### config.mk
export PLATFORM = sky130hd
export DESIGN_NAME = systolic_result_collector
export DESIGN_NICKNAME = d
export VERILOG_FILES = /design/src/rtl/systolic_pkg.sv /design/src/rtl/result_buffer.sv /design/src/rtl/systolic_result_collector.sv
export SDC_FILE = /design/constraint.sdc
export NUM_CORES = 1
export LEC_CHECK = 0
export CAP_MARGIN = 30
export CORE_MARGIN = 2
export CORE_UTILIZATION = 60
export CTS_BUF_LIST = sky130_fd_sc_hd__clkbuf_16
export DETAILED_ROUTE_END_ITERATION = 8
export PLACE_DENSITY = 0.73
export SYNTH_ARGS = -nofsm -noshare
export SYNTH_HDL_FRONTEND = slang
export SYNTH_SLANG_ARGS = --single-unit
### constraint.sdc
create_clock -name clk -period 7.45 [get_ports clk]
set_input_delay 1.1175 -clock clk [delete_from_list [all_inputs] [get_ports clk]]
set_output_delay 1.1175 -clock clk [all_outputs]
set_load 0.005 [all_outputs]
### src/rtl/systolic_pkg.sv
// Shared definitions for the systolic result collector: data width and collector FSM states.
package systolic_pkg;

    localparam int unsigned DATA_W = 16;

    typedef enum logic [1:0] {
        StIdle   = 2'd0,
        StDrain  = 2'd1,
        StFlush  = 2'd2,
        StStream = 2'd3
    } collector_state_e;

endpackage

### src/rtl/result_buffer.sv
// Result storage: one synchronous write port and one combinational read port.
module result_buffer
    import systolic_pkg::*;
#(
    parameter int unsigned Depth = 64
) (
    input  logic                     clk_i,
    input  logic                     we_i,
    input  logic [$clog2(Depth)-1:0] waddr_i,
    input  logic [DATA_W-1:0]        wdata_i,
    input  logic [$clog2(Depth)-1:0] raddr_i,
    output logic [DATA_W-1:0]        rdata_o
);

    logic [DATA_W-1:0] mem_q [Depth];

    always_ff @(posedge clk_i) begin
        if (we_i) begin
            mem_q[waddr_i] <= wdata_i;
        end
    end

    assign rdata_o = mem_q[raddr_i];

endmodule

### src/rtl/systolic_result_collector.sv
// Drains a PE chain serially into a buffer, then streams the words out with valid/ready.
module systolic_result_collector
    import systolic_pkg::*;
#(
    parameter int unsigned PE_NUMBER    = 64,
    parameter int unsigned READ_LATENCY = 1
) (
    input  logic                         clk,
    input  logic                         reset,
    input  logic                         start,
    output logic                         read,
    input  logic [DATA_W-1:0]            l_d_o,
    output logic [DATA_W-1:0]            res_data,
    output logic [$clog2(PE_NUMBER)-1:0] res_idx,
    output logic                         res_valid,
    input  logic                         res_ready,
    output logic                         busy,
    output logic                         done
);

    localparam int unsigned IdxW = $clog2(PE_NUMBER);
    localparam int unsigned PtrW = IdxW + 1;
    localparam logic [IdxW-1:0] LastIdx = IdxW'(PE_NUMBER - 1);
    localparam logic [PtrW-1:0] LastPtr = PtrW'(PE_NUMBER - 1);

    collector_state_e        state_q, state_d;
    logic [IdxW-1:0]         drain_cnt_q, drain_cnt_d;
    logic [IdxW-1:0]         rd_ptr_q, rd_ptr_d;
    logic [PtrW-1:0]         wr_ptr_q, wr_ptr_d;
    logic [READ_LATENCY-1:0] rd_dly_q, rd_dly_d;
    logic                    done_q, done_d;
    logic                    wr_en, last_wr, accept;
    logic [DATA_W-1:0]       buf_rdata;

    assign read      = (state_q == StDrain);
    assign res_valid = (state_q == StStream);
    assign busy      = (state_q != StIdle);
    assign done      = done_q;
    assign accept    = res_valid && res_ready;

    // A word arrives READ_LATENCY cycles after its read strobe.
    assign wr_en   = rd_dly_q[READ_LATENCY-1];
    assign last_wr = wr_en && (wr_ptr_q == LastPtr);

    assign res_data = res_valid ? buf_rdata : '0;
    assign res_idx  = res_valid ? rd_ptr_q : '0;

    always_comb begin
        state_d     = state_q;
        drain_cnt_d = drain_cnt_q;
        rd_ptr_d    = rd_ptr_q;
        wr_ptr_d    = wr_ptr_q;
        done_d      = 1'b0;
        rd_dly_d[0] = read;
        for (int unsigned i = 1; i < READ_LATENCY; i++) begin
            rd_dly_d[i] = rd_dly_q[i-1];
        end
        if (wr_en) begin
            wr_ptr_d = wr_ptr_q + 1'b1;
        end

        unique case (state_q)
            StIdle: begin
                // The done cycle itself swallows start.
                if (start && !done_q) begin
                    state_d     = StDrain;
                    drain_cnt_d = '0;
                    rd_ptr_d    = '0;
                    wr_ptr_d    = '0;
                end
            end
            StDrain: begin
                if (drain_cnt_q == LastIdx) begin
                    state_d = StFlush;
                end else begin
                    drain_cnt_d = drain_cnt_q + 1'b1;
                end
            end
            StFlush: begin
                if (last_wr) begin
                    state_d = StStream;
                end
            end
            StStream: begin
                if (accept) begin
                    if (rd_ptr_q == LastIdx) begin
                        state_d = StIdle;
                        done_d  = 1'b1;
                    end else begin
                        rd_ptr_d = rd_ptr_q + 1'b1;
                    end
                end
            end
            default: state_d = StIdle;
        endcase
    end

    always_ff @(posedge clk) begin
        if (reset) begin
            state_q     <= StIdle;
            drain_cnt_q <= '0;
            rd_ptr_q    <= '0;
            wr_ptr_q    <= '0;
            rd_dly_q    <= '0;
            done_q      <= 1'b0;
        end else begin
            state_q     <= state_d;
            drain_cnt_q <= drain_cnt_d;
            rd_ptr_q    <= rd_ptr_d;
            wr_ptr_q    <= wr_ptr_d;
            rd_dly_q    <= rd_dly_d;
            done_q      <= done_d;
        end
    end

    result_buffer #(
        .Depth(PE_NUMBER)
    ) u_result_buffer (
        .clk_i  (clk),
        .we_i   (wr_en),
        .waddr_i(wr_ptr_q[IdxW-1:0]),
        .wdata_i(l_d_o),
        .raddr_i(rd_ptr_q),
        .rdata_o(buf_rdata)
    );

endmodule

Yosys cells after proc, flatten, opt, wreduce, memory -nomap -nowiden
Memory sizes are Yosys's and may differ from the RTL's. A register that Yosys moved wholly into a read port is not among the register bits.
Index checks and enable logic that the tools add are counted.
- add/subtract/negate cells: 3
- equality and inequality tests: 13
- mux-type cells: 22
- bitwise gates (word level): 2
- reduce and logical (&&, ||, !) cells: 12
- operators by type and width (operator ; count):
    6-bit 2-to-1 mux ; 7
    6-bit case mux with 2 select lines ; 2
    7-bit 2-to-1 mux ; 3
    16-bit 2-to-1 mux ; 1
    6-bit by 1-bit adder with 6-bit output (second input constant) ; 2
    6-bit equality test (second input constant) ; 2
    2-bit 2-to-1 mux ; 5
    2-bit != test (second input constant) ; 4
    2-bit case mux with 4 select lines ; 1
    7-bit by 1-bit adder with 7-bit output (second input constant) ; 1
    7-bit by 6-bit equality test with 1-bit output (second input constant) ; 1
    2-bit by 1-bit != test with 1-bit output (second input constant) ; 3
    2-bit nonzero test ; 3
    5-bit AND reduction ; 1
    2-bit equality test (second input constant) ; 2
    4-bit AND reduction ; 1
    1-bit logical AND ; 3
    1-bit 2-to-1 mux ; 3
    3-bit AND reduction ; 1
    3-bit OR reduction ; 1
    2-bit by 1-bit equality test with 1-bit output (second input constant) ; 1
    2-bit logical NOT ; 1
    1-bit NOT ; 2
    1-bit logical NOT ; 1
- register bits after elaboration: 23
- bits in writable memories: 1024
- output and inout port bits: 26
- logic and storage cells: 59
- memories: 1
- memory list (memory ; words ; bits a word ; rd ports ; clocked after memory_dff ; write ports ; line ; RTL):
    u_result_buffer.mem_q ; 64 ; 16 ; 1 ; 1 ; 1 ; result_buffer.sv:15 ; logic [DATA_W-1:0] mem_q [Depth];

Logic depth before layout (Yosys ltp)
Gate-level depths: netlist of run 1.
- word-level depth: 6
- gate-level depth with buffers: 10
- gate-level depth less buffers: 7

Hierarchy
A second synthesis of run 1 with hierarchy kept.
- cells, all modules: 1974
- area total of the unflattened synthesis: 41138.2 um2
- modules (own cells, without submodules) (module ; times used ; cells an instance ; area each (um2) ; sequential area each (um2)):
    result_buffer ; 1 ; 1813 ; 39721.8 ; 30749.5
    systolic_result_collector ; 1 ; 161 ; 1416.4 ; 460.4

Worst setup path before layout of run 1
Ideal clock, no wire load.
- path type: reg-to-output
- start point: register (tool-made name)
- end point: output res_data[9]
- arrival: 1.878 ns
- data required time: 6.332 ns
- setup slack: 4.454 ns
- stages on the path, launching flop included: 8
- buffers on the path: 3
- cells stage by stage: dfxtp_1 buf_2 buf_4 buf_2 mux4_2 a32o_1 a211oi_1 o32ai_1
- RTL lines (what ; line ; RTL):
    end: declaration ; systolic_result_collector.sv:13 ; output logic [DATA_W-1:0] res_data,

==> metrics.csv, run 1 <==
stage;metric;value;unit
status;status;complete, no violations;
drt;dr.pass1.iters;5;
cts;cts_root_buffer;clkbuf_16;
worst_setup_path;cp.required;6.33;ns
drt;wl_per_cell;32.2;µm
timing;finalCriticalPeriod;5.58;ns
power;p_leak;14.0;nW
placement;hpwlAfterDp;55500;µm
grt;overflow;0;
run;max_cap_viol_count;0;
logic_synthesis;ys_ff_latch;1053;
cts;postCtsHoldBufs;0;
cts;cts_made_buffers;100;
grt;grt_antenna_before_repair;1;
worst_setup_path;path_cells;buf_4 > mux4_2 > o2111a_1 > a211oi_1 > o32ai_1 > clkdlybuf4s50_1;
worst_setup_path;critical_path_arrival;4.46;ns
finish;postLayoutCoreUtil;68.3;%
drt;wl;96300;µm
timing;worst_pin_slew;1.15;ns
logic_synthesis;synth_edf_count;1024;
die;die_y;265;µm
logic_synthesis;syn_inst;1897;
worst_hold_path;hp-class;reg -> reg;
finish;drive_gt1_share;24.9;%
worst_setup_path;critPathSlowestCell;dfxtp_4;
drt;final_antenna_net_count;0;
die;num_rows;95;
cts;clk_pin_slew;0.06;ns
finish;final_cell_area;46000;µm²
timing;drv_slew;0;
logic_synthesis;yosysUniqueCellTypes;57;
timing;setup_tns;0;ns
cts;ctsHtreeMaxLevel;3;
logic_synthesis;ys_async_sr_fraction;0;%
grt;grt_usage;28.1;%
timing;setup_viol;0;
grt;grt_max_degree;140;
power;power_density;269;nW/µm²
cts;post-cts-setup-buffer-count;0;
timing;max_freq;179;MHz
timing;slew_headroom;23.6;%
die;die_area;70100;µm²
logic_synthesis;seq_area_frac_synth;76.8;%
grt;grt_pass1_wl;140000;µm
logic_synthesis;syn_nets;1925;
timing;clock_skew;0.0261;ns
cts;cts.sinks;1053;
worst_setup_path;critical_path_class;reg -> out;
placement;gp_congestion;0.914;
logic_synthesis;ys.flop_type;edfxtp_1;
finish;n_antenna_cell;0;
placement;dpl_cell_area;42500;µm²
logic_synthesis;yosys.area.top_type_share;75.4;%
logic_synthesis;synth_top_cell_by_area;edfxtp_1;
worst_setup_path;path_max_fanout;52;
logic_synthesis;synth.top_cells.by_area;edfxtp_1, mux4_2, mux2i_1, dfxtp_1, nor2_1;
logic_synthesis;ys_warn_count;0;
finish;layout.nets;2062;
drt;drt_first_iter_violations;3047;
cts;cts_tree;done;
power;vdd_drop_max;0.256;mV
finish;area_delta_synth_final;12.7;%
cts;cts_resized;0;
timing;final_hold_viol_count;0;
drt;routed-via-count;20300;
die;start_util;60.6;%
cts;clk_latency;0.67;ns
timing;min_period_over_period;74.9;%
placement;port_buffers;45;
worst_setup_path;cpPeakStageDelay;0.92;ns
drt;via_per_inst;6.79;
timing;fin_ws;1.87;ns
worst_setup_path;crit_path_end_kind;output port;
die;die_w;265;µm
worst_setup_path;cp-start-kind;flip-flop;
placement;place_ws;2.55;ns
grt;first_global_vias;19800;
logic_synthesis;synth.avg_cell_area;21.5;µm²
drt;drc;0;
die;io_pins;46;
die;core_region_area;67300;µm²
worst_setup_path;ff2ff_setup_slack;4.73;ns
timing;rsz0062_at_grt;false;
logic_synthesis;syn_area;40800;µm²
cts;clockBufferDepth;3;
## synth_stat cells (24+ instances only)
master	instances
a21oi_1	31
nor2_1	86
mux4_2	236
edfxtp_1	1024
buf_2	30
nand2_1	37
clkbuf_1	38
o22ai_1	33
nand3_1	26
a211oi_1	24
dfxtp_1	29
mux2i_1	76
## kinds of logic after synthesis
kind of cell,after synthesis,synth area share [%]
adders and majority gates,8,0.245
and+or+nand+nor,209,2.41
buffers and inverters,114,1.65
muxes,335,15.8
xor gates and xnor gates,12,0.258
AOI/OAI and AO/OA,166,2.84
DFF,1053,76.8
## registers in the layout, indices dropped and copies added (netlist names), named ones only
| name | flops |
|---|---|
| done | 1 |
| rd_dly_q | 1 |
| drain_cnt_q | 6 |
| wr_ptr_q | 7 |
| state_q | 2 |
| rd_ptr_q | 6 |
| u_result_buffer.mem_q | 1024 |
## worst max-delay path, delay by kind of cell, from the launching register on
kind	cells	cell delay [ns]
buf+inv	2	1.27
flops	1	0.92
compound gates	3	0.98
mux	1	0.61
## final cells by class
class | instances | area (µm²)
clock buffers | 103 | 2580
multi-input cells | 730 | 8800
clock inverters | 82 | 896
well taps | 873 | 1090
inverters | 7 | 26.3
repair buffers | 142 | 1230
flip-flops and latches | 1053 | 31300
fillers | 4090 | 21300
## through the flow
step                std cells  hold slack (ns)  power (W)
floorplan                1897            0.462    0.00695
global placement         2800            0.474    0.00716
detailed placement       2805            0.485    0.00718
CTS                      2990            0.500     0.0124
global route             2990            0.521     0.0127
finish                   2990            0.502     0.0124
## power breakdown
part           total, W  internal, W  switching, W
sequential      0.00654      0.00652     0.0000229
clock           0.00532      0.00317       0.00215
combinational  0.000517     0.000193      0.000324
total            0.0124      0.00988       0.00250
## layout by cell type (no fill, tap or decap), types with 24 or more instances in the layout
cell and instances:
nor2_1 85, nand2_1 37, clkdlybuf4s50_1 29, edfxtp_1 1024, nand3_1 26, a21oi_1 31
clkbuf_16 103, o22ai_1 33, dfxtp_1 26, a211oi_1 24, inv_1 24, mux2i_1 76
buf_4 87, mux4_2 236
## worst paths after layout
path | start | cells after the start | endpoint
min reg2reg | wr_ptr_q[6] | 2 | wr_ptr_q[6]
max | flip-flop | 6 | res_data[9]
min | wr_ptr_q[6] | 2 | wr_ptr_q[6]
max reg2reg | rd_dly_q | 4 | u_result_buffer.mem_q[30][10]
## per-layer routing
| metal | vias to the layer above | global-route usage [%] | part of all wire, % |
|---|---|---|---|
| li1 | 8225 | - | - |
| met5 | - | 0 | 0 |
| met4 | 0 | 9.41 | 3.3 |
| met2 | 1234 | 43.0 | 47 |
| met3 | 174 | 5.48 | 9.9 |
| met1 | 10700 | 41.6 | 39 |
Note: power is estimated with default switching activity, not from simulation.
==> run 2, diff against run 1 <==
--- a/config.mk
+++ b/config.mk
@@ -7,10 +7,10 @@
 export LEC_CHECK = 0
 export CAP_MARGIN = 30
 export CORE_MARGIN = 2
-export CORE_UTILIZATION = 60
+export CORE_UTILIZATION = 56
 export CTS_BUF_LIST = sky130_fd_sc_hd__clkbuf_16
 export DETAILED_ROUTE_END_ITERATION = 8
-export PLACE_DENSITY = 0.73
+export PLACE_DENSITY = 0.71
 export SYNTH_ARGS = -nofsm -noshare
 export SYNTH_HDL_FRONTEND = slang
 export SYNTH_SLANG_ARGS = --single-unit
==> constraint.sdc (replaced) <==
create_clock -name clk -period 4.48 [get_ports clk]
set_input_delay 0.672 -clock clk [delete_from_list [all_inputs] [get_ports clk]]
set_output_delay 0.672 -clock clk [all_outputs]
set_load 0.005 [all_outputs]
==> run 2 against run 1 <==
  * Critical path depth is the same
  * Largest power group unchanged
  * Global-route usage decreased by 1.0 points
  * Wire length rose by 3.0%
  * Non-clock buffer count grew 48
  * Sequential share of layout area decreased by 0.31 points
  * Combinational power rose by 72%
  * Count of clock-buffer cells in the layout shrank 1
  * Power rose by 61%
  * Clock skew increased by 0.0045 ns
  * Hold slack got worse by 0.19 ns
  * Via count hardly changed
  * Cell count is 4.2% higher
==> metrics.csv, run 2 (synthesis results as in run 1) <==
stage;metric;value;unit
drt;final_antenna_net_count;0;
worst_setup_path;path_max_fanout;35;
timing;rsz0062_at_grt;false;
drt;via_per_inst;6.52;
timing;slew_headroom;41.3;%
finish;final_common_cell;edfxtp_1;
drt;wl_per_cell;31.9;µm
power;p_leak;14.1;nW
drt;routed-via-count;20300;
timing;setup_tns;0;ns
status;status;complete, no violations;
cts;cts_made_buffers;101;
run;max_cap_viol_count;0;
placement;port_buffers;45;
drt;routed.top_layer;met4;
timing;min_period_over_period;99.6;%
worst_hold_path;hp-class;in -> reg;
drt;routed-wl-met2;47300;µm
worst_setup_path;r2r-start;rd_dly_q;
timing;drv_slew;0;
grt;first_global_vias;20400;
cts;cts_root_buffer;clkbuf_16;
finish;drive_gt1_share;26.4;%
timing;hold-worst-slack;0.316;ns
power;power_density;432;nW/µm²
cts;ctsHtreeMaxLevel;3;
cts;clk_pin_slew;0.06;ns
timing;final_hold_viol_count;0;
cts;clk_latency;0.67;ns
worst_setup_path;critical_path_arrival;3.79;ns
die;die_y;274;µm
timing;clock_skew;0.0306;ns
worst_setup_path;critical_path_class;reg -> out;
placement;gp_congestion;0.927;
die;io_pins;46;
die;start_util;56.8;%
grt;grt_pass1_wl;143000;µm
timing;max_freq;224;MHz
placement;hpwlAfterDp;59600;µm
timing;worst_pin_slew;0.875;ns
drt;dr_wl_met3;10000;µm
drt;wl_met1;38500;µm
finish;largest_reg_flops;1024;
placement;place_ws;0.433;ns
finish;regArea;31300;µm²
finish;multi_input_area;8820;µm²
cts;cts_tree;done;
finish;regMostFlops;u_result_buffer.mem_q;
finish;layout_common_cells;edfxtp_1, mux4_2, buf_4;
grt;grt_max_degree;71;
worst_setup_path;crit_path_end_kind;output port;
drt;drc;0;
grt;overflow;0;
worst_setup_path;cp.required;3.81;ns
grt;grt_antenna_before_repair;2;
finish;top_regs;u_result_buffer.mem_q (1024), wr_ptr_q (7);
timing;setup_viol;0;
worst_setup_path;cp-start-kind;flip-flop;
drt;wl;99200;µm
grt;grt_usage;27.1;%
timing;finalCriticalPeriod;4.46;ns
worst_hold_path;min_from;l_d_o[9];
die;num_rows;98;
finish;layout.nets;2111;
die;core_region_area;71900;µm²
finish;area_delta_synth_final;13.2;%
cts;postCtsHoldBufs;0;
timing;fin_ws;0.0184;ns
cts;cts.sinks;1053;
drt;dr.pass1.iters;5;
die;die_area;75000;µm²
cts;clockBufferDepth;3;
finish;nFillCells;4715;
power;vdd_drop_max;0.343;mV
die;die_w;274;µm
drt;drt_first_iter_violations;2892;
## run 2: metal layers
metal / track usage, % / vias up
met1: 37.5 / 10700
met5: 0 / -
met4: 10.2 / 0
li1: - / 8336
met2: 42.1 / 1145
met3: 6.97 / 171
## run 2: report_power, final
| part | internal, W | total, W | leakage [nW] | switching [W] |
|---|---|---|---|---|
| sequential | 0.0108 | 0.0109 | 9.44 | 0.0000338 |
| clock | 0.00459 | 0.00817 | 1.63 | 0.00358 |
| combinational | 0.000342 | 0.000887 | 3.02 | 0.000546 |
## run 2: worst max-delay path: stages, from the launching register on
cell and delay, ns:
dfxtp_4 0.54, buf_12 0.28, mux4_2 0.64, a32o_1 0.26
a211oi_1 0.53, o32ai_1 0.27, clkdlybuf4s50_1 0.52
## run 2: per-stage QoR
| step | area (µm²) | utilization (%) | power [W] | std cells |
|---|---|---|---|---|
| 5_1_grt | 46200 | 64.3 | 0.0205 | 3114 |
| 2_1_floorplan | 40800 | - | 0.0116 | 1897 |
| 6_report | 46200 | 64.3 | 0.0199 | 3115 |
| 4_1_cts | 46100 | 64.2 | 0.0200 | 3110 |
| 3_5_place_dp | 42900 | 59.7 | 0.0120 | 2923 |
| 3_3_place_gp | 42800 | 59.6 | 0.0119 | 2919 |
## run 2: final timing paths
path / endpoint / slack [ns] / depth (start not counted)
min: u_result_buffer.mem_q[35][9] / 0.32 / 1
min reg2reg: wr_ptr_q[6] / 0.53 / 2
max reg2reg: u_result_buffer.mem_q[62][2] / 1.53 / 4
max: res_data[9] / 0.02 / 6
## run 2: layout make-up
| class | count | share of cell area, % |
|---|---|---|
| repair buffers | 190 | 3.56 |
| clock inverters | 82 | 1.30 |
| flip-flops and latches | 1053 | 67.9 |
| clock buffers | 102 | 5.53 |
| diodes | 1 | 0.00542 |
| inverters | 7 | 0.0569 |
| well taps | 950 | 2.57 |
| multi-input cells | 730 | 19.1 |
## run 2: repair_timing
action	in CTS	in global routing
resized for setup	1	7
buffers inserted	3	4
setup endpoints to repair	14	10
==> run 3, diff against run 2 <==
--- a/config.mk
+++ b/config.mk
@@ -7,10 +7,11 @@
 export LEC_CHECK = 0
 export CAP_MARGIN = 30
 export CORE_MARGIN = 2
-export CORE_UTILIZATION = 56
+export CORE_UTILIZATION = 60
 export CTS_BUF_LIST = sky130_fd_sc_hd__clkbuf_16
+export CTS_CLUSTER_DIAMETER = 200
 export DETAILED_ROUTE_END_ITERATION = 8
-export PLACE_DENSITY = 0.71
+export PLACE_DENSITY = 0.73
 export SYNTH_ARGS = -nofsm -noshare
 export SYNTH_HDL_FRONTEND = slang
 export SYNTH_SLANG_ARGS = --single-unit
==> constraint.sdc (replaced) <==
create_clock -name clk -period 5.5 [get_ports clk]
set_input_delay 0.825 -clock clk [delete_from_list [all_inputs] [get_ports clk]]
set_output_delay 0.825 -clock clk [all_outputs]
set_load 0.005 [all_outputs]
==> run 3 against run 2 <==
  * Utilization increased by 3.9 points
  * Die area down 6.6%
  * Hold slack better by 0.21 ns
  * Power shrank 18%
  * Critical path type unchanged
  * Critical endpoint is now res_data[0]
  * Largest cell class unchanged
  * Largest power group unchanged
==> metrics.csv, run 3 (synthesis results as in run 1) <==
stage;metric;value;unit
status;status;complete, no violations;
finish;top_regs;u_result_buffer.mem_q (1024), wr_ptr_q (7);
power;power_density;356;nW/µm²
drt;drt_first_iter_violations;2790;
timing;finalCriticalPeriod;5.00;ns
worst_setup_path;ff2ff_path_depth;3;
worst_setup_path;r2r-start;wr_ptr_q[2];
die;die_y;265;µm
finish;drive_gt1_share;25.1;%
die;die_area;70100;µm²
worst_setup_path;rr_endpoint;u_result_buffer.mem_q[55][4];
worst_setup_path;cp.required;4.68;ns
finish;layout_common_cells;edfxtp_1, mux4_2, clkbuf_16;
worst_setup_path;critical_path_arrival;4.18;ns
cts;postCtsHoldBufs;0;
grt;grt_antenna_before_repair;2;
drt;final_antenna_net_count;0;
worst_setup_path;endpoint;res_data[0];
drt;dr.pass1.iters;6;
cts;clk_latency;0.67;ns
timing;setup_tns;0;ns
drt;wl_per_cell;32.0;µm
run;max_cap_viol_count;0;
finish;n_antenna_cell;0;
drt;drc;0;
worst_setup_path;critical_path_class;reg -> out;
timing;clock_skew;0.0245;ns
timing;fin_ws;0.496;ns
cts;post-cts-setup-buffer-count;0;
die;start_util;60.6;%
cts;ctsHtreeMaxLevel;3;
placement;gp_congestion;0.893;
timing;final_hold_viol_count;0;
grt;overflow;0;
power;vdd_drop_max;0.271;mV
cts;clockBufferDepth;3;
timing;setup_viol;0;
grt;grt_max_degree;65;
finish;largest_reg_flops;1024;
grt;grt_usage;28.2;%
timing;max_freq;200;MHz
grt;grt_pass1_wl;140000;µm
timing;slew_headroom;33.3;%
finish;regMostFlops;u_result_buffer.mem_q;
cts;cts_tree;done;
worst_setup_path;path_cells;buf_12 > mux4_2 > mux2_2 > a21oi_1 > a2111oi_0 > a31o_1 > clkdlybuf4s50_1;
placement;place_ws;1.20;ns
timing;rsz0062_at_grt;false;
finish;final_common_cell;edfxtp_1;
cts;cts_root_buffer;clkbuf_16;
finish;layout.nets;2080;
die;die_w;265;µm
timing;drv_slew;0;
die;io_pins;46;
drt;wl;96300;µm
placement;dpl_cell_area;42600;µm²
worst_setup_path;crit_family;compound AO/OA/AOI/OAI gates;
finish;area_delta_synth_final;12.5;%
placement;hpwlAfterDp;56400;µm
worst_setup_path;critPathSlowestCell;a2111oi_0;
worst_setup_path;cpPeakStageDelay;0.89;ns
die;num_rows;95;
grt;first_global_vias;20200;
worst_setup_path;crit_path_end_kind;output port;
timing;min_period_over_period;91.0;%
worst_setup_path;cp-start-kind;flip-flop;
cts;clk_pin_slew;0.06;ns
worst_hold_path;hp-class;reg -> reg;
timing;worst_pin_slew;0.975;ns
cts;cts.sinks;1053;
placement;port_buffers;45;
worst_setup_path;path_max_fanout;48;
power;p_total;0.0164;W
drt;routed-via-count;20200;
finish;final_cell_area;45900;µm²
drt;via_per_inst;6.71;
worst_setup_path;ff2ff_setup_slack;2.48;ns
cts;cts_resized;0;
worst_setup_path;path_depth;7;
die;core_region_area;67300;µm²
cts;cts_made_buffers;103;
worst_setup_path;crit_buf_inv;2;
power;p_leak;14.0;nW
## run 3: cell types whose count changed in the layout (fill, tap and decap cells not counted), sizes merged
cell	before	now
bufinv	8	9
clkbuf	102	105
inv	27	31
clkinvlp	1	6
clkinv	53	47
diode	1	0
buf	161	128
## run 3: final cells by class
class                      instances  area [µm²]
sequential                      1053       31300
clock inverter                    86         651
multi-input combinational        730        8800
fill                            4126       21400
clock buffer                     105        2630
inverter                           7        26.3
tap                              873        1090
timing repair buffer             157        1350
## run 3: power by group
group	switching [W]	total (W)	internal [W]	leakage, nW
registers	0.0000327	0.00887	0.00883	9.44
logic	0.000433	0.000698	0.000265	2.84
clock network	0.00292	0.00679	0.00388	1.68
## run 3: worst min-delay path by stage
stage | cells past startpoint | slack, ns | end | startpoint
final | 2 | 0.52 | wr_ptr_q[6] | wr_ptr_q[6]
after global routing | 1 | 0.56 | u_result_buffer.mem_q[62][8] | l_d_o[8]
after detailed placement | 2 | 0.52 | wr_ptr_q[6] | wr_ptr_q[6]
after global placement | 2 | 0.47 | wr_ptr_q[6] | wr_ptr_q[6]
after CTS | 2 | 0.52 | wr_ptr_q[6] | wr_ptr_q[6]
after floorplan | 2 | 0.46 | wr_ptr_q[6] | wr_ptr_q[6]
## run 3: routing by layer
layer | wire length [µm] | GRT usage [%] | up-vias | part of all wire [%]
met4 | 3400 | 10.4 | 4 | 3.5
met5 | 21 | 0 | - | 0.022
met1 | 36700 | 40.2 | 10500 | 38
met3 | 11000 | 7.70 | 181 | 11
met2 | 45300 | 42.9 | 1217 | 47
li1 | - | - | 8260 | -
## run 3: through the flow
| stage | util, % | hold slack [ns] | instances |
|---|---|---|---|
| 6_report | 68.2 | 0.525 | 3011 |
| 5_1_grt | 68.2 | 0.562 | 3011 |
| 4_1_cts | 68.2 | 0.521 | 3011 |
| 3_5_place_dp | 63.3 | 0.517 | 2820 |
| 3_3_place_gp | 63.2 | 0.474 | 2814 |
| 2_1_floorplan | - | 0.462 | 1897 |
## run 3: worst reg2reg max path, delay by kind of cell (launching register included)
family / cells / cell delay [ns]
simple gates: 2 / 1.69
flops: 1 / 0.64
buf+inv: 1 / 0.36
==> variant 1, RTL diff (settings of run 3) <==
Encoding of `collector_state_e`: now one-hot (4 bits for 4 states).
--- a/src/rtl/systolic_pkg.sv
+++ b/src/rtl/systolic_pkg.sv
@@ -5,7 +5,7 @@
 
-    typedef enum logic [1:0] {
-        StIdle   = 2'd0,
-        StDrain  = 2'd1,
-        StFlush  = 2'd2,
-        StStream = 2'd3
+    typedef enum logic [3:0] {
+        StIdle   = 4'b0001,
+        StDrain  = 4'b0010,
+        StFlush  = 4'b0100,
+        StStream = 4'b1000
     } collector_state_e;
Function: no difference found for any inputs over 4 cycles, from zero or initial values and one cycle with reset high; so few cycles prove little.
==> variant 1 against run 3 <==
Non-clock buffer count fell by 5; sequential cell count increased by 2; critical path type unchanged; highest routed layer unchanged; cell area increased by 0.10%; synthesized area down 0.23%; setup slack better by 0.12 ns; wire length fell by 1.7%.
Power is not compared: it rests on default switching activity, and its combinational part moved more than twofold at a synthesized area within 25%.
==> variant 1: results (changes against run 3) <==
metric	value	unit	change
status	completed		unchanged
Crit Path Max Fanout	68		was 48
top cells by area, synth	edfxtp_1 (76%), mux4_2 (15%), mux2i_1 (1.8%), dfxtp_1 (1.5%), nor2_1 (0.89%)		was edfxtp_1 (75%), mux4_2 (13%), mux2i_1 (1.9%), dfxtp_1 (1.4%), nor2_1 (0.79%)
sequential fraction of the synthesis area	77.1	%	was 76.8%
Worst Path Arrival	4.06	ns	was 4.18 ns
actual slew at the worst max-slew pin	0.940	ns	was 0.975 ns
grt met2 use	43.5	%	was 42.9%
Nets	2047		was 2,080
grt met1 use	38.8	%	was 40.2%
largest net degree at the start of global routing	74		was 65
R2R Setup Slk	2.59	ns	was 2.48 ns
global-route wire length before repair	138000	µm	was 140,000 µm
Final HPWL DP	54900	µm	was 56,400 µm
placed cells	2794		was 2,820
fin crit period	4.88	ns	was 5.00 ns
drt pass-1 iters	5		was 6
Synth Area in Adders	0.0922	%	was 0.245%
Post-Route WL	94700	µm	was 96,300 µm
fill count	3998		was 4,126
skew final	0.0191	ns	was 0.0245 ns
vias in the first global route	19885		was 20,156
dpl ws	1.36	ns	was 1.20 ns
Tot Pwr	17.2	mW	
synth unique cells	51		was 57
Mapped Cells	1872		was 1,897
RD Place Congestion	0.872		was 0.893
Compound-Gate Fraction of Synth Area	2.00	%	was 2.84%
DR vias/cell	6.67		was 6.71
post-synthesis mux area share	16.6	%	was 15.8%
[variant 1: kinds of logic (layout without fill, tap and decap cells)]
kind of cell | count (synthesis) | after routing
flops | 1055 | 1055
mux | 341 | 341
simple gates | 230 | 230
compound gates | 115 | 115
buf+inv | 112 | 344
xor+xnor | 16 | 16
fa+ha+maj | 3 | 3
[variant 1: per-stage QoR]
stage | hold slack [ns] | utilization (%) | area [µm²]
after floorplan | 0.449 | - | 40700
final | 0.517 | 68.4 | 45900
after CTS | 0.520 | 68.4 | 45900
after detailed placement | 0.481 | 63.5 | 42700
after global placement | 0.462 | 63.3 | 42500
after global routing | 0.545 | 68.4 | 45900
[variant 1: worst paths after layout]
kind | start | end | cells past startpoint
setup reg to reg | rd_dly_q$_SDFF_PP0_ | u_result_buffer.mem_q[28][6]$_DFFE_PP_ | 4
hold / removal | drain_cnt_q[1]$_SDFFE_PP0P_ | drain_cnt_q[1]$_SDFFE_PP0P_ | 2
hold reg to reg | drain_cnt_q[1]$_SDFFE_PP0P_ | drain_cnt_q[1]$_SDFFE_PP0P_ | 2
setup / recovery | register | res_data[1] | 7
[variant 1: cell type report]
type                       count  share of cell area (%)
sequential                  1055                    68.3
multi-input combinational    705                    19.1
clock buffer                 103                    5.61
timing repair buffer         152                    2.98
tap                          873                    2.38
clock inverter                80                    1.53
inverter                       9                  0.0763
[variant 1: critical path, cell delays in order, from the launching register on]
cell	delay [ns]
dfxtp_4	0.76
buf_12	0.45
mux4_2	0.57
mux2i_1	0.37
a22oi_1	0.23
nand3_1	0.19
o21ai_1	0.19
clkdlybuf4s50_1	0.51
[variant 1: metal layers]
layer  part of all wire, %  wire length, µm  vias up
li1                      -                -     8128
met2                    48            45700     1138
met1                    38            35800    10376
met3                    10             9610      201
met5                 0.051               48        -
met4                   3.7             3550        8
==> variant 2, RTL diff (flow settings as in run 3) <==
Without the edit above. `DATA_W`: 16 -> 32.
--- a/src/rtl/systolic_pkg.sv
+++ b/src/rtl/systolic_pkg.sv
@@ -3,3 +3,3 @@
 
-    localparam int unsigned DATA_W = 16;
+    localparam int unsigned DATA_W = 32;
 
Ports: changed (resized l_d_o and res_data); port bits go from 46 to 78. No check against the original RTL was run, so the function may have changed too.
==> variant 2 against run 3 <==
Setup slack worse by 0.42 ns; synthesized area up 96%; clock skew up 0.0069 ns; clock power up 86%; final cell count up 89%; wire length up 120%; sequential power up 97%; total power up 89%; sequential cell count up 1024; hold slack worse by 0.26 ns; cell area up 97%; largest power group unchanged.
==> variant 2: results (changes against run 3) <==
metric	value	unit	change
status	completed		unchanged
Final HPWL DP	122000	µm	was 56,400 µm
Reg2Reg Depth	4		was 3
Crit Path Max Fanout	28		was 48
hold_ws	0.260	ns	was 0.525 ns
drt pass-1 iters	5		was 6
initial DRC count	7615		was 2,790
metal3 WL	30300	µm	was 11,000 µm
Nets	3809		was 2,080
Max IR drop VDD	0.291	mV	was 0.271 mV
Synth Area in Adders	0.125	%	was 0.245%
LEAKAGE	27.6	nW	was 14.0 nW
RD Place Congestion	0.854		was 0.893
post-synthesis mux area share	17.1	%	was 15.8%
Post-synth top cells	edfxtp_1 (2,048), mux4_2 (549), nor2_1 (116)		was edfxtp_1 (1,024), mux4_2 (236), nor2_1 (86)
HP Class	in2reg		was reg2reg
DR vias/cell	7.08		was 6.71
vias in the first global route	39687		was 20,156
layout cells sized above 1	28.6	%	was 25.1%
GRT Total Usage	32.2	%	was 28.2%
top cells by area, synth	edfxtp_1 (77%), mux4_2 (15%), mux2i_1 (1.3%), dfxtp_1 (0.73%), nor2_1 (0.55%)		was edfxtp_1 (75%), mux4_2 (13%), mux2i_1 (1.9%), dfxtp_1 (1.4%), nor2_1 (0.79%)
top flop regs	u_result_buffer.mem_q: 2048 flops, wr_ptr_q: 7 flops		was u_result_buffer.mem_q: 1024 flops, wr_ptr_q: 7 flops
H-tree levels	4		was 3
FF-to-FF Start	rd_dly_q$_SDFF_PP0_		was wr_ptr_q[2]$_SDFF_PP0_
Post-Synth XOR/XNOR Area	0.132	%	was 0.258%
EDFF count, synth	2048		was 1,024
variant 2: cell count changes in the layout (fill, tap and decap cells not counted), sizes merged, moves of 41 or more:
cell / run 3 / this run
buf: 128 / 218
clkbuf: 105 / 195
clkinv: 47 / 88
edfxtp: 1024 / 2048
inv: 31 / 77
mux4: 243 / 549
nand2: 37 / 103
variant 2: area by class of cell:
cell class / instances / area [µm²]
fill: 7790 / 41400
multi-input combinational: 1220 / 17200
tap: 1755 / 2200
sequential: 2077 / 62100
antenna: 4 / 10.0
inverter: 8 / 33.8
clock buffer: 195 / 4880
clock inverter: 170 / 1080
timing repair buffer: 263 / 2880
variant 2: per-stage QoR:
stage               instances  area, µm²  power [mW]
floorplan                3489      79800        18.1
global placement         5281      83500        18.5
detailed placement       5298      83800        18.6
CTS                      5663      89800        30.9
global route             5690      90300        31.6
finish                   5692      90400        30.9
variant 2: what timing repair did:
item	in CTS	in global routing
endpoints found under the setup margin	0	1
resized for setup	0	1
endpoints found under the hold margin	0	0
